==> src/rtl/matmul_flags_pkg.sv <==
// rtl/matmul_flags_pkg.sv - register map and field constants for the matmul flag controller
package matmul_flags_pkg;

  localparam logic [1:0] ADDR_FLAGS  = 2'd0;
  localparam logic [1:0] ADDR_MASK   = 2'd1;
  localparam logic [1:0] ADDR_CTRL   = 2'd2;
  localparam logic [1:0] ADDR_STATUS = 2'd3;

  localparam int CTRL_STICKY = 0;
  localparam int CTRL_IRQ_EN = 1;

  localparam int STATUS_POP_LSB = 0;
  localparam int STATUS_POP_W   = 8;
  localparam int STATUS_EVT_LSB = 8;
  localparam int STATUS_EVT_W   = 8;

endpackage

==> src/rtl/matmul_flags_ctrl_popcount.sv <==
// rtl/matmul_flags_ctrl_popcount.sv - combinational population count of the flag vector
module flags_popcount #(
  parameter int N = 4,
  parameter int W = $clog2(N + 1)
) (
  input  logic [N-1:0] vec_i,
  output logic [W-1:0] cnt_o
);

  always_comb begin
    cnt_o = '0;
    for (int i = 0; i < N; i++) begin
      cnt_o = cnt_o + W'(vec_i[i]);
    end
  end

endmodule

==> src/rtl/matmul_flags_ctrl.sv <==
// rtl/matmul_flags_ctrl.sv - sticky/snapshot capture of matmul cell flags with mask, W1C,
// saturating event counter and level interrupt
module matmul_flags_ctrl
  import matmul_flags_pkg::*;
#(
  parameter int DATA_WIDTH = 32,
  parameter int BUS_WIDTH  = 64,
  parameter int MAX_DIM    = BUS_WIDTH / DATA_WIDTH,
  parameter int NUM_FLAGS  = MAX_DIM * MAX_DIM,
  parameter int EVT_W      = 8
) (
  input  logic                 clk_i,
  input  logic                 rst_ni,
  input  logic                 flags_valid_i,
  input  logic [NUM_FLAGS-1:0] flags_i,
  input  logic                 bus_sel_i,
  input  logic                 bus_we_i,
  input  logic [1:0]           bus_addr_i,
  input  logic [BUS_WIDTH-1:0] bus_wdata_i,
  output logic [BUS_WIDTH-1:0] bus_rdata_o,
  output logic                 bus_rvalid_o,
  output logic                 irq_o
);

  localparam int POP_W = $clog2(NUM_FLAGS + 1);

  if (NUM_FLAGS > BUS_WIDTH) begin : g_chk_flags
    $error("NUM_FLAGS must not exceed BUS_WIDTH");
  end
  if (EVT_W > STATUS_EVT_W) begin : g_chk_evt
    $error("EVT_W does not fit the STATUS event field");
  end

  logic [NUM_FLAGS-1:0] flags_q, flags_d;
  logic [NUM_FLAGS-1:0] mask_q, mask_d;
  logic [1:0]           ctrl_q, ctrl_d;
  logic [EVT_W-1:0]     evt_q, evt_d;
  logic                 irq_d;
  logic [BUS_WIDTH-1:0] rdata_q, rd_word;
  logic                 rvalid_q;
  logic [POP_W-1:0]     pop;
  logic                 wr_en, rd_en;
  logic                 unused_wdata;

  assign wr_en        = bus_sel_i & bus_we_i;
  assign rd_en        = bus_sel_i & ~bus_we_i;
  assign unused_wdata = ^bus_wdata_i;

  flags_popcount #(.N(NUM_FLAGS), .W(POP_W)) u_popcount (
    .vec_i (flags_q),
    .cnt_o (pop)
  );

  always_comb begin
    flags_d = flags_q;
    mask_d  = mask_q;
    ctrl_d  = ctrl_q;
    evt_d   = evt_q;
    if (wr_en) begin
      case (bus_addr_i)
        ADDR_FLAGS: flags_d = flags_q & ~bus_wdata_i[NUM_FLAGS-1:0];
        ADDR_MASK:  mask_d  = bus_wdata_i[NUM_FLAGS-1:0];
        ADDR_CTRL:  ctrl_d  = bus_wdata_i[1:0];
        default:    ;
      endcase
    end
    // Hardware capture is applied after the W1C so a same-cycle set always survives.
    if (flags_valid_i) begin
      flags_d = ctrl_q[CTRL_STICKY] ? (flags_d | flags_i) : flags_i;
    end
    if (wr_en && bus_addr_i == ADDR_STATUS) begin
      evt_d = '0;
    end else if (flags_valid_i && (|flags_i) && evt_q != {EVT_W{1'b1}}) begin
      evt_d = evt_q + EVT_W'(1);
    end
    irq_d = ctrl_d[CTRL_IRQ_EN] & (|(flags_d & mask_d));
  end

  always_comb begin
    rd_word = '0;
    case (bus_addr_i)
      ADDR_FLAGS: rd_word[NUM_FLAGS-1:0] = flags_q;
      ADDR_MASK:  rd_word[NUM_FLAGS-1:0] = mask_q;
      ADDR_CTRL:  rd_word[1:0]           = ctrl_q;
      default: begin
        rd_word[STATUS_POP_LSB +: STATUS_POP_W] = STATUS_POP_W'(pop);
        rd_word[STATUS_EVT_LSB +: EVT_W]        = evt_q;
      end
    endcase
  end

  always_ff @(posedge clk_i or negedge rst_ni) begin
    if (!rst_ni) begin
      flags_q  <= '0;
      mask_q   <= '1;
      ctrl_q   <= 2'b01;
      evt_q    <= '0;
      irq_o    <= 1'b0;
      rdata_q  <= '0;
      rvalid_q <= 1'b0;
    end else begin
      flags_q  <= flags_d;
      mask_q   <= mask_d;
      ctrl_q   <= ctrl_d;
      evt_q    <= evt_d;
      irq_o    <= irq_d;
      rvalid_q <= rd_en;
      if (rd_en) begin
        rdata_q <= rd_word;
      end
    end
  end

  assign bus_rdata_o  = rdata_q;
  assign bus_rvalid_o = rvalid_q;

endmodule

==> config.mk <==
export PLATFORM = sky130hd
export DESIGN_NAME = matmul_flags_ctrl
export DESIGN_NICKNAME = d
export VERILOG_FILES = /design/src/rtl/matmul_flags_pkg.sv /design/src/rtl/matmul_flags_ctrl_popcount.sv /design/src/rtl/matmul_flags_ctrl.sv
export SDC_FILE = /design/constraint.sdc
export NUM_CORES = 1
export LEC_CHECK = 0
export CORE_ASPECT_RATIO = 0.8
export CORE_MARGIN = 2
export CORE_UTILIZATION = 38
export CTS_CLUSTER_DIAMETER = 30
export DETAILED_ROUTE_END_ITERATION = 10
export GPL_TIMING_DRIVEN = 0
export PLACE_DENSITY = 0.89
export SKIP_LAST_GASP = 1
export SYNTH_ARGS = -nofsm -noshare
export SYNTH_HDL_FRONTEND = slang
export SYNTH_SLANG_ARGS = --single-unit
==> constraint.sdc <==
create_clock -name clk_i -period 4.5 [get_ports clk_i]
set_clock_uncertainty 0.2 [all_clocks]
set_input_delay 0.9 -clock clk_i [delete_from_list [all_inputs] [get_ports clk_i]]
set_output_delay 0.9 -clock clk_i [all_outputs]
set_load 0.01 [all_outputs]
==> results by group <==
Synthesis
  • Yosys reg bits: 32
  • Top area cells in the synthesized netlist: dfrtp_1 (34%), buf_4 (20%), dfstp_2 (6.7%)
  • Top cell type's share of synthesized area: 0.3431
  • YS warnings: 0
  • Largest family of logic cells by synthesized area: buffers and inverters
  • Cell variety after synth: 44
  • Post-synth top cells: buf_4 (53), dfrtp_1 (27), nand2_1 (12), nand3_1 (12), nor2_1 (10)
  • Simple-gate area share of the yosys netlist: 0.1429
  • Multiplexer share of the synthesized area: 0.04892
  • Ys flop type: dfrtp_1
  • Syn Area/Cell: 9.997 um^2
  • Leading area contributor after synthesis: dfrtp_1
  • Synth Area in Compound Gates: 0.1207
  • Number of flops mapped to enable cells by yosys: 0
  • Post-Synth XOR/XNOR Area: 0.02668
  • Synth Cell Area: 1969 um^2
  • Async SR Flop Fraction: 1.000
  • Post-synthesis sequential area ratio: 0.4098
  • Count leader, synth: buf_4
  • Cells after synthesis: 197
  • Synthesized-area fraction occupied by adder cells: 0.02922

Clock tree
  • Setup Buffers After CTS: 0
  • Max Root-Sink Buffers: 2
  • CTS tree: done
  • Total CTS buffers: 5
  • Cts repair resizes: 0
  • CTS clock-pin slew for the worst setup and hold paths: 70 ps
  • H-tree depth: 2
  • Clk sinks: 32
  • Worst-skew pair later-pin latency: 280 ps
  • Post-CTS Hold Fix Bufs: 0
  • CTS root buf: clkbuf_8

Global routing
  • Total GRT Usage: 0.1362
  • Initial antenna violation count: 0
  • GRT overflow: 0
  • Vias in the first global route: 1290
  • Largest net degree at the start of global routing: 33
  • First-pass GRT wire length: 6058 um

Floorplan
  • Core box area: 5007 um^2
  • Starting Density: 0.3933
  • IO Count: 141
  • Num rows: 23
  • DIE AREA: 5778 um^2
  • Vert. Die Dim: 68.39 um
  • Die X: 84.49 um

Setup path
  • Crit Reg-Reg Startpoint: evt_q[0]
  • RR Endpoint: evt_q[5]
  • Worst Setup EP: evt_q[6]
  • Crit path max fanout: 5
  • Critical path startpoint category: input pin
  • R2R setup slack: 2660 ps
  • Worst endpoint data arrival time: 2420 ps
  • Crit path kind: in -> reg
  • Worst EP required: 4450 ps
  • CP startpoint: flags_i[1]
  • R2R depth: 5
  • Critical Path End Type: flop

Timing
  • Hold_ws: 283.3 ps
  • Slew Viols, Final: 0
  • Setup Viol. Count Final: 0
  • RSZ-0062 raised after global routing: false
  • Final period util: 0.5495
  • Post-route setup TNS: 0 ps
  • F_max: 404.4 MHz
  • Final Hold Violating Endpoints: 0
  • Worst slew pin tran: 687.8 ps
  • Final worst path period need: 2473 ps
  • Slew HR: 0.5415

Placed design
  • Placer congestion estimate: 0.8089
  • Placed cell areas: 2509 um^2
  • IO buf count: 27
  • DP Wirelength: 3114 um

Final layout
  • Fin nets: 361
  • Filler cells: 459
  • Design Area, Final: 2611 um^2
  • Layout cell share with drive strength beyond 1: 0.2580
  • N_diodes: 0
  • P&R area growth vs syn: 32.59%

Detailed routing
  • Routed WL: 3847 um
  • Drt drc: 0
  • Router iterations before antenna repair: 4
  • Routed Antenna Nets: 0
  • Overall via count from detail_route: 1486
  • WL per Instance: 11.15 um
  • Starting DRT DRC Count: 77
  • DR vias/cell: 4.307

Hold path
  • Hold WC Path Type: reg -> reg
  • Hold path cells: 2

Run status
  • Status: finished clean

Power
  • Peak VDD IR: 0.1888 mV
  • Total power draw: 0.9488 mW
  • Clock power share: 0.278
  • Int Pwr: 0.6602 mW
  • Switching share of power: 0.3042
  • Combinational fraction of design power: 0.282
  • LEAKAGE: 1.315 nW
  • Pwr Density: 363.4 nW/um^2
  • Flop pwr share: 0.440
  • Switching pwr: 0.2887 mW

Run
  • Maxcap violations: 0
-- final cells by class --
cell class / instances / area, um^2 / area share
Timing Repair Buffer: 27 / 265.3 / 0.1016
Buffer: 55 / 406.6 / 0.1557
Multi-Input combinational cell: 154 / 920.9 / 0.3527
Clock inverter: 2 / 35.03 / 0.01342
Clock buffer: 6 / 72.57 / 0.02779
Inverter: 7 / 26.28 / 0.01006
Sequential cell: 32 / 807.0 / 0.3091
Tap cell: 62 / 77.57 / 0.02971
-- layer usage --
layer | track usage | vias up | part of all wire
met5 | 0 | - | 0
met4 | 0.07143 | 0 | 0.024
met3 | 0.03981 | 9 | 0.078
met2 | 0.2254 | 65 | 0.48
met1 | 0.1638 | 664 | 0.42
li1 | - | 748 | -
-- critical path, cell delays in order --
cell             delay [ps]
clkdlybuf4s50_1         460
o41ai_2                 660
nor4_1                  180
xnor2_1                 170
nor2_1                   50
-- state kept, by name (all words and copies together), names as in the netlist --
register and cells:
bus_rdata_o 12, bus_rvalid_o 1, ctrl_q 2, evt_q 8, flags_q 4, irq_o 1
mask_q 4
-- cell families (layout without fill, tap and decap cells) --
group                    count (synthesis)  in the layout
AO/OA/AOI/OAI                           32             32
other                                    1             52
XOR/XNOR                                 6              6
multiplexers                             9              9
flip-flops                              32             32
adder cells (fa/ha/maj)                  4              4
AND/OR/NAND/NOR                         51             51
buffers and inverters                   62             97
-- cell usage in the layout (no fill, tap or decap), types with 6 or more instances in the layout --
master	n
buf_4	53
conb_1	52
dfrtp_1	27
clkdlybuf4s50_1	26
nand2_1	12
nand3_1	12
nor2_1	10
o21ai_0	7
a22o_1	7
inv_1	6
-- metrics by stage --
stage / instances / utilization / setup slack, ps
4_1_cts: 345 / 0.5225 / 2030
2_1_floorplan: 248 / - / 2410
5_1_grt: 345 / 0.5215 / 1881
3_3_place_gp: 337 / 0.5010 / 1769
6_report: 345 / 0.5215 / 2027
3_5_place_dp: 337 / 0.5010 / 1727
-- power groups by stage --
| stage | combinational (mW) | clock (mW) | sequential [mW] |
|---|---|---|---|
| global route | 0.300 | 0.282 | 0.429 |
| detailed placement | 0.266 | 0 | 0.423 |
| CTS | 0.268 | 0.270 | 0.418 |
| floorplan | 0.171 | 0 | 0.417 |
| global placement | 0.258 | 0 | 0.418 |
| finish | 0.267 | 0.264 | 0.418 |
-- how the worst min path moves through the flow --
stage	startpoint	endpoint	slack, ps
3_3_place_gp	bus_rdata_o[3]	bus_rdata_o[3]	270
4_1_cts	bus_rdata_o[2]	bus_rdata_o[2]	290
2_1_floorplan	ctrl_q[1]	ctrl_q[1]	280
3_5_place_dp	bus_rdata_o[2]	bus_rdata_o[2]	280
6_report	bus_rdata_o[2]	bus_rdata_o[2]	280
5_1_grt	bus_rdata_o[12]	bus_rdata_o[12]	340
Power figures use the tool's default switching activity.
